[config.mk]
export PLATFORM = sky130hd
export DESIGN_NAME = pdm_cic_capture_flat
export DESIGN_NICKNAME = d
export VERILOG_FILES = /design/src/rtl/pdm_cic_capture_if.sv /design/src/rtl/pdm_cic_capture.sv /design/src/flat_wrapper.sv
export SDC_FILE = /design/constraint.sdc
export NUM_CORES = 1
export LEC_CHECK = 0
export ABC_AREA = 1
export BUFFER_PORTS_ARGS = -buffer_cell sky130_fd_sc_hd__buf_2
export CORE_MARGIN = 2
export CORE_UTILIZATION = 44
export CTS_CLUSTER_SIZE = 40
export DETAILED_ROUTE_END_ITERATION = 7
export PLACE_DENSITY = 0.57
export SLEW_MARGIN = 10
export SYNTH_ARGS = -nofsm -noshare
export SYNTH_HDL_FRONTEND = slang
export SYNTH_SLANG_ARGS = --single-unit
[constraint.sdc]
create_clock -name clk -period 9.5 [get_ports clk]
set_clock_uncertainty 0.05 [all_clocks]
set_input_delay 0.475 -clock clk [delete_from_list [all_inputs] [get_ports clk]]
set_output_delay 0.475 -clock clk [all_outputs]
set_load 0.01 [all_outputs]
[src/rtl/pdm_cic_capture_if.sv]
// PDM capture bus: PDM/control inputs toward the capture stage, BRAM port-A writes out of it.
interface pdm_cic_capture_if #(
    parameter int unsigned ADDR_W = 16
);
    logic              pdm_in;
    logic              enable;
    logic [1:0]        len_sel;
    logic              write_enable;
    logic [ADDR_W-1:0] write_address;
    logic [15:0]       write_data;
    logic              wrap_pulse;

    // master: the capture stage; slave: the source/BRAM side
    modport master (
        input  pdm_in, enable, len_sel,
        output write_enable, write_address, write_data, wrap_pulse
    );

    modport slave (
        output pdm_in, enable, len_sel,
        input  write_enable, write_address, write_data, wrap_pulse
    );
endinterface

[src/rtl/pdm_cic_capture.sv]
// 3rd-order CIC decimator (PDM -> 16-bit PCM) feeding a circular BRAM write-address sequencer.
module pdm_cic_capture #(
    parameter int unsigned DECIM  = 64,
    parameter int unsigned ADDR_W = 16,
    parameter int unsigned ACC_W  = 19
) (
    input  logic                clk,
    input  logic                sysreset_n,
    pdm_cic_capture_if.master   bus
);

    localparam int unsigned DCNT_W = $clog2(DECIM);
    localparam int unsigned HALF   = 1 << (ACC_W - 2);
    localparam int unsigned SHIFT  = ACC_W - 17;
    localparam logic [1:0]  WARM_N = 2'd3;
    localparam logic signed [ACC_W:0] PCM_MAX = (ACC_W + 1)'(32'sd32767);
    localparam logic signed [ACC_W:0] PCM_MIN = (ACC_W + 1)'(-32'sd32768);

    logic [ACC_W-1:0]  integ1, integ2, integ3;
    logic [ACC_W-1:0]  samp, dly1, dly2, dly3;
    logic [DCNT_W-1:0] dcnt;
    logic              comb_go;
    logic [1:0]        warm;

    logic              boundary_c;
    logic [ACC_W-1:0]  c1_c, c2_c, c3_c;
    logic signed [ACC_W:0] centered_c, scaled_c;
    logic [15:0]       pcm_c;
    logic [ADDR_W-1:0] lim_m1_c, eff_addr_c;
    logic              write_go_c;

    // comb chain, PCM mapping and address limit for the cycle after a boundary
    always_comb begin
        boundary_c = (dcnt == DCNT_W'(DECIM - 1));
        c1_c       = samp - dly1;
        c2_c       = c1_c - dly2;
        c3_c       = c2_c - dly3;
        centered_c = $signed({1'b0, c3_c}) - $signed((ACC_W + 1)'(HALF));
        scaled_c   = centered_c >>> SHIFT;
        if (scaled_c > PCM_MAX) begin
            pcm_c = 16'h7FFF;
        end else if (scaled_c < PCM_MIN) begin
            pcm_c = 16'h8000;
        end else begin
            pcm_c = scaled_c[15:0];
        end
        lim_m1_c   = {ADDR_W{1'b1}} >> bus.len_sel;
        eff_addr_c = (bus.write_address > lim_m1_c) ? '0 : bus.write_address;
        write_go_c = comb_go && bus.enable && (warm == WARM_N);
    end

    always_ff @(posedge clk or negedge sysreset_n) begin
        if (!sysreset_n) begin
            integ1            <= '0;
            integ2            <= '0;
            integ3            <= '0;
            samp              <= '0;
            dly1              <= '0;
            dly2              <= '0;
            dly3              <= '0;
            dcnt              <= '0;
            comb_go           <= 1'b0;
            warm              <= '0;
            bus.write_enable  <= 1'b0;
            bus.write_address <= '0;
            bus.write_data    <= 16'h0000;
            bus.wrap_pulse    <= 1'b0;
        end else begin
            // integrators free-run modulo 2^ACC_W regardless of enable
            integ1  <= integ1 + ACC_W'(bus.pdm_in);
            integ2  <= integ2 + integ1;
            integ3  <= integ3 + integ2;
            dcnt    <= dcnt + DCNT_W'(1);
            comb_go <= boundary_c;
            if (boundary_c) begin
                samp <= integ3;
            end
            if (comb_go) begin
                dly1 <= samp;
                dly2 <= c1_c;
                dly3 <= c2_c;
            end

            // first three samples after reset or enable rise only prime the combs
            if (!bus.enable) begin
                warm <= '0;
            end else if (comb_go && (warm != WARM_N)) begin
                warm <= warm + 2'd1;
            end

            bus.write_enable <= 1'b0;
            bus.wrap_pulse   <= 1'b0;
            if (write_go_c) begin
                bus.write_enable  <= 1'b1;
                bus.write_address <= eff_addr_c;
                bus.wrap_pulse    <= (eff_addr_c == lim_m1_c);
                bus.write_data    <= pcm_c;
            end else if (bus.write_enable) begin
                bus.write_address <= bus.wrap_pulse ? '0 : bus.write_address + ADDR_W'(1);
            end
        end
    end

endmodule

[src/flat_wrapper.sv]
// flat-port wrapper written by rule: the top's interface ports become plain ports
module pdm_cic_capture_flat 
#(
    parameter int unsigned DECIM  = 64,
    parameter int unsigned ADDR_W = 16,
    parameter int unsigned ACC_W  = 19
)
  (clk, sysreset_n, bus_pdm_in, bus_enable, bus_len_sel, bus_write_enable, bus_write_address, bus_write_data, bus_wrap_pulse);
  pdm_cic_capture_if #(.ADDR_W(ADDR_W)) bus_i ();
  input  logic clk;
  input  logic sysreset_n;
  input wire logic [$bits(bus_i.pdm_in)-1:0] bus_pdm_in;
  input wire logic [$bits(bus_i.enable)-1:0] bus_enable;
  input wire logic [$bits(bus_i.len_sel)-1:0] bus_len_sel;
  output wire logic [$bits(bus_i.write_enable)-1:0] bus_write_enable;
  output wire logic [$bits(bus_i.write_address)-1:0] bus_write_address;
  output wire logic [$bits(bus_i.write_data)-1:0] bus_write_data;
  output wire logic [$bits(bus_i.wrap_pulse)-1:0] bus_wrap_pulse;
  assign bus_i.pdm_in = bus_pdm_in;
  assign bus_i.enable = bus_enable;
  assign bus_i.len_sel = bus_len_sel;
  assign bus_write_enable = bus_i.write_enable;
  assign bus_write_address = bus_i.write_address;
  assign bus_write_data = bus_i.write_data;
  assign bus_wrap_pulse = bus_i.wrap_pulse;
  pdm_cic_capture #(.DECIM(DECIM), .ADDR_W(ADDR_W), .ACC_W(ACC_W)) u_core (.clk(clk), .sysreset_n(sysreset_n), .bus(bus_i));
endmodule
---- After elaboration in Yosys (flattened, before gate mapping) ----
Cells that the tools add are included.
storage, ports and cells
  flip-flop bits (word level) ............. 176
  input bits .............................. 6
  output and inout bits ................... 34
  word-level logic and storage cells ...... 47
operators by class
  add/sub/neg operators ................... 10
  $lt $le $gt $ge ......................... 3
  eq/ne operators ......................... 5
  shift operators ......................... 1
  mux-type cells .......................... 10
  reduce and logical (&&, ||, !) cells .... 4
operator list
  cell                                                                               number
  16-bit 2-to-1 mux                                                                  6
  19-bit subtractor                                                                  3
  19-bit adder                                                                       2
  19-bit by 18-bit subtractor with 20-bit output, second input constant              1
  19-bit by 1-bit adder with 19-bit output                                           1
  18-bit by 16-bit greater-than comparator with 1-bit output, second input constant  1
  18-bit by 16-bit < comparator with 1-bit output, second input constant             1
  16-bit by 1-bit adder with 16-bit output, second input constant                    1
  16-bit == test                                                                     1
  16-bit greater-than comparator                                                     1
  16-bit by 2-bit >> shifter with 16-bit output, first input constant                1
  6-bit by 1-bit adder with 6-bit output, second input constant                      1
  6-bit == test, second input constant                                               1
  2-bit 2-to-1 mux                                                                   2
  1-bit logical AND                                                                  3
  2-bit by 1-bit adder with 2-bit output, second input constant                      1
  2-bit == test, second input constant                                               1
  1-bit 2-to-1 mux                                                                   2
  2-bit by 1-bit != test with 1-bit output, second input constant                    1
  2-bit != test, second input constant                                               1
  2-bit nonzero test                                                                 1

---- Logic depth before layout (Yosys ltp) ----
  depth in word-level cells ............... 7
  gate-level depth with buffers ........... 43
  mapped depth without buffers ............ 43

---- Least setup slack after synthesis ----
No wires, ideal clock.
  path kind ............................... register to register
  from .................................... register u_core.dly1[0]
  to ...................................... register u_core.bus.write_data[14]
  arrival time ............................ 5.091 ns
  data required time ...................... 9.328 ns
  path slack .............................. 4.237 ns
  cell stages (with the launch flop) ...... 40
  buffers on the path ..................... 1
  clock period less this slack ............ 5.263 ns
  path through ............................ dfrtp_1 > ha_1 > fa_1 > o21bai_1 > xor2_1 > inv_1 > ha_1 > a21oi_1 > o21ai_0 > a21oi_1 > inv_1 > nand2_1 > nand2_1 > nand3_1 > nand2_1 > or2_2 > and2_1 > ha_1 > [... 4 more ...] > nand2_1 > inv_1 > nor2_1 > inv_1 > nand2_1 > nand2_1 > ha_1 > inv_1 > nand3_1 > nor2_1 > nand3_1 > nor2_1 > nand3_1 > nor2_1 > nand3_1 > nand2_2 > buf_6 > a21oi_1
on the way
  longest elaborated chain between the ends .. 7
  elaborated cells on any way between the ends .. 8
RTL lines
  what                                              RTL line                  RTL
  from (decl)                                       pdm_cic_capture.sv:20     logic [ACC_W-1:0] samp, dly1, dly2, dly3;
  from (signal assigned)                            pdm_cic_capture.sv:79     dly1 <= samp;
  19-bit subtractor *                               pdm_cic_capture.sv:35     c1_c = samp - dly1;
  named net u_core.c1_c[4]                          pdm_cic_capture.sv:26     logic [ACC_W-1:0] c1_c, c2_c, c3_c;
  19-bit subtractor *                               pdm_cic_capture.sv:36     c2_c = c1_c - dly2;
  named net u_core.c2_c[13]                         pdm_cic_capture.sv:26
  19-bit subtractor *                               pdm_cic_capture.sv:37     c3_c = c2_c - dly3;
  19-bit by 18-bit subtractor with 20-bit output *  pdm_cic_capture.sv:38     centered_c = $signed({1'b0, c3_c}) - $signed((ACC_W + 1)'(HALF));
  18-bit by 16-bit < comparator with 1-bit output   pdm_cic_capture.sv:42     end else if (scaled_c < PCM_MIN) begin
  16-bit 2-to-1 mux                                 pdm_cic_capture.sv:42
  16-bit 2-to-1 mux *                               pdm_cic_capture.sv:40     if (scaled_c > PCM_MAX) begin
  to (signal assigned)                              pdm_cic_capture.sv:97     bus.write_data <= pcm_c;
  to (decl)                                         pdm_cic_capture_if.sv:16  output write_enable, write_address, write_data, wrap_pulse
The timed path passes the listed nets; every way through them passes the cells marked *.
A chain may end at the register's enable or synchronous reset.

---- Final worst setup path ----
  from .................................... register u_core.samp[2]
  to ...................................... register u_core.bus.write_data[6]
on the way
  longest elaborated chain between the ends .. 7
  elaborated cells on any way between the ends .. 8
RTL lines
  what                                              RTL line               RTL
  from (decl)                                       pdm_cic_capture.sv:20
  from (signal assigned)                            pdm_cic_capture.sv:76  samp <= integ3;
  19-bit subtractor *                               pdm_cic_capture.sv:35
  named net u_core.c1_c[7]                          pdm_cic_capture.sv:26
  19-bit subtractor *                               pdm_cic_capture.sv:36
  named net u_core.c2_c[12]                         pdm_cic_capture.sv:26
  19-bit subtractor *                               pdm_cic_capture.sv:37
  19-bit by 18-bit subtractor with 20-bit output *  pdm_cic_capture.sv:38
  18-bit by 16-bit < comparator with 1-bit output   pdm_cic_capture.sv:42
  16-bit 2-to-1 mux                                 pdm_cic_capture.sv:42
  16-bit 2-to-1 mux *                               pdm_cic_capture.sv:40
Marks and branches as above.

==> results.sh <==
export IMPL_area_delta_synth_final_pct=10.4
export IMPL_nets=1607
export IMPL_cts_resized=0
export IMPL_seq_area_um2=4410
export IMPL_netlist_top_cells_count="nand2_1 (315), inv_1 (217), dfrtp_1 (176)"
export IMPL_synth_main_ff_cell="dfrtp_1"
export IMPL_p_sw_mw=1.01
export IMPL_synthCells=1456
export IMPL_gp_congestion=0.892
export IMPL_yosysMostFrequentCell="nand2_1"
export IMPL_start_kind="flop"
export IMPL_ant_nets=0
export IMPL_cts_root_buf="clkbuf_16"
export IMPL_combPwrFrac_pct=35.8
export IMPL_overflow=0
export IMPL_crit_type="reg -> reg"
export IMPL_die_h_um=166
export IMPL_crit_buf_inv=4
export IMPL_design_area_um2=12800
export IMPL_yosys_warnings=0
export IMPL_post_synth_num_cell_types=52
export IMPL_multi_input_area_um2=6260
export IMPL_synth_edf_count=0
export IMPL_hold_violations=0
export IMPL_drc_errors=0
export IMPL_cts_tree="done"
export IMPL_placedInstanceArea_um2=12100
export IMPL_synth_top_cell_area_share_pct=38.1
export IMPL_syn_nets=1565
export IMPL_slew_headroom_pct=27.1
export IMPL_crit_family="simple AND/OR/NAND/NOR gates"
export IMPL_cp_slowest_cell="o21ai_0"
export IMPL_p_leak_nw=6.70
export IMPL_post_cts_setup_buffer_count=0
export IMPL_drive_gt1_share_pct=8.47
export IMPL_rrSetupSlack_ps=3360
export IMPL_drv_cap=0
export IMPL_rsz0062_at_grt="no"
export IMPL_first_global_vias=9563
export IMPL_grt_max_degree=100
export IMPL_worstPathArrival_ps=6400
export IMPL_n_fill_cell=2533
export IMPL_worstPathRequired_ps=9760
export IMPL_synthArstFlopShare_pct=100
export IMPL_min_path_type="in -> async"
export IMPL_clock_sinks=176
export IMPL_fmax_mhz=163
export IMPL_port_buffers=39
export IMPL_swShare_pct=38.2
export IMPL_cp_common_cell="nand2_1"
export IMPL_seq_area_frac_synth_pct=38.1
export IMPL_cp_end_kind="flop"
export IMPL_antenna_found_initial=0
export IMPL_power_frac_clock_pct=28.0
export IMPL_worst_pin_slew_ps=1090
export IMPL_cts_hold_buf=0
export IMPL_syn_area_um2=11600
export IMPL_path_clk_slew_ps=80
export IMPL_critPathMaxFanout=15
export IMPL_cellPowerDensity_nw_per_um2=208
export IMPL_finalPower_mw=2.66
export IMPL_n_antenna_cell=0
export IMPL_drt_iter0_markers=475
export IMPL_die_area_um2=27600
export IMPL_setup_tns_final_ps=0
export IMPL_post_route_period_util_pct=64.7
export IMPL_max_stage_delay_ps=410
export IMPL_die_w_um=166
export IMPL_cts_max_path_buffers=2
export IMPL_cts_buffers=17
export IMPL_intPower_mw=1.64
export IMPL_layout_min_cycle_time_ps=6140
export IMPL_p_seq_share_pct=36.2
export IMPL_clkLatencyLatePin_ps=440
export IMPL_vias_per_cell=5.13
export IMPL_status="finished, final reports clean"
export IMPL_place_hpwl_mm=19.4
export IMPL_wirelength_mm=25.5
export IMPL_finalMaxSlewViolations=0
export IMPL_syn_avg_cell_area_um2=7.94
export IMPL_vias=9463
export IMPL_synth_area_leaders="dfrtp_1 (38%), ha_1 (11%), nand2_1 (10%)"
export IMPL_grt_usage_pct=19.3
export IMPL_rows=59
export IMPL_vdd_ir_drop_max_mv=0.150
export IMPL_synth_top_area_cell="dfrtp_1"
export IMPL_core_um2=25900
export IMPL_drt_pass1_iter_count=5
export IMPL_boundaryPins=40
export IMPL_setup_viol=0
export IMPL_start_util_pct=44.6
export IMPL_grt_pass1_wl_mm=44.4
export IMPL_finalCoreUtilization_pct=49.3
export IMPL_wl_per_cell_um=13.8
export IMPL_synth_seq_cells=176
export IMPL_cts_htree_levels=4
## sequential cells by signal (all words and copies together) (netlist names)
| signal | count |
|---|---|
| u_core.integ3 | 19 |
| u_core.bus.write_address | 16 |
| u_core.comb_go | 1 |
| u_core.bus.write_data | 16 |
| u_core.bus.write_enable | 1 |
| u_core.bus.wrap_pulse | 1 |
| u_core.dly1 | 19 |
| u_core.integ2 | 19 |
| u_core.samp | 19 |
| u_core.dly3 | 19 |
| u_core.dly2 | 19 |
| u_core.warm | 2 |
| u_core.dcnt | 6 |
| u_core.integ1 | 19 |
## routing by layer
layer	track usage (%)	vias up	part of all wire, %
li1	-	4873	-
met2	34.8	140	50
met1	23.8	4407	45
met3	2.74	43	2.3
met4	6.24	0	2.1
met5	0	-	0
## worst register-to-register path: cells and delay by family (launching register included)
family / cells / cell delay, ps
adders and majority gates: 4 / 1370
and+or+nand+nor: 20 / 2150
AOI/OAI and AO/OA: 6 / 1470
xor gates and xnor gates: 2 / 400
buffers and inverters: 4 / 200
DFF: 1 / 400
## power by group through the flow
| stage | sequential (mW) | combinational (mW) | clock [mW] |
|---|---|---|---|
| finish | 0.962 | 0.950 | 0.744 |
| global route | 0.977 | 1.09 | 0.792 |
| detailed placement | 0.977 | 0.951 | 0 |
| CTS | 0.963 | 0.957 | 0.764 |
| global placement | 0.975 | 0.932 | 0 |
| floorplan | 0.948 | 0.755 | 0 |
## kinds of logic (layout without fill, tap and decap cells)
group           count (synthesis)  count (layout)  synth area share, %
simple gates                  551             551                 20.7
compound gates                276             276                 13.2
buf+inv                       239             294                 7.83
flops                         176             176                 38.1
fa+ha+maj                     103             103                 11.4
xor+xnor                       95              95                 7.20
mux                            16              16                 1.56
## worst paths after layout
path	start	endpoint	cells past startpoint
setup / recovery	u_core.samp[2]	u_core.bus.write_data[6]	36
min in group clk	bus_pdm_in	u_core.integ1[0]	2
hold / removal	sysreset_n	u_core.bus.write_data[13]	1
max in group asynchronous	sysreset_n	u_core.comb_go	2
setup reg to reg	u_core.samp[2]	u_core.bus.write_data[6]	36
hold reg to reg	u_core.dcnt[0]	u_core.dcnt[0]	1
## layout by cell type (no fill, tap or decap), types with 17 or more instances in the layout
master	instances
nand2_1	315
inv_1	217
dfrtp_1	175
a21oi_1	111
o21ai_0	107
ha_1	99
nor2_1	81
nand3_1	73
xor2_1	68
buf_2	38
xnor2_1	27
nor3_1	18
clkbuf_16	17
## area by class of cell
cell class / instances / area share (%)
Timing Repair Buffer: 41 / 1.70
Multi-Input combinational cell: 1041 / 49.0
Clock buffer: 17 / 3.33
Tap cell: 335 / 3.28
Sequential cell: 176 / 34.5
Clock inverter: 15 / 1.66
Inverter: 221 / 6.50
## per-stage QoR
step / std cells / setup slack [ps] / hold WS [ps]
after CTS: 1846 / 3350 / 143
after floorplan: 1456 / 4240 / 129
final: 1846 / 3360 / 82.8
after global routing: 1846 / 2650 / 174
after global placement: 1814 / 3310 / 397
after detailed placement: 1814 / 3360 / 398
Note: power is estimated with default switching activity, not from simulation.
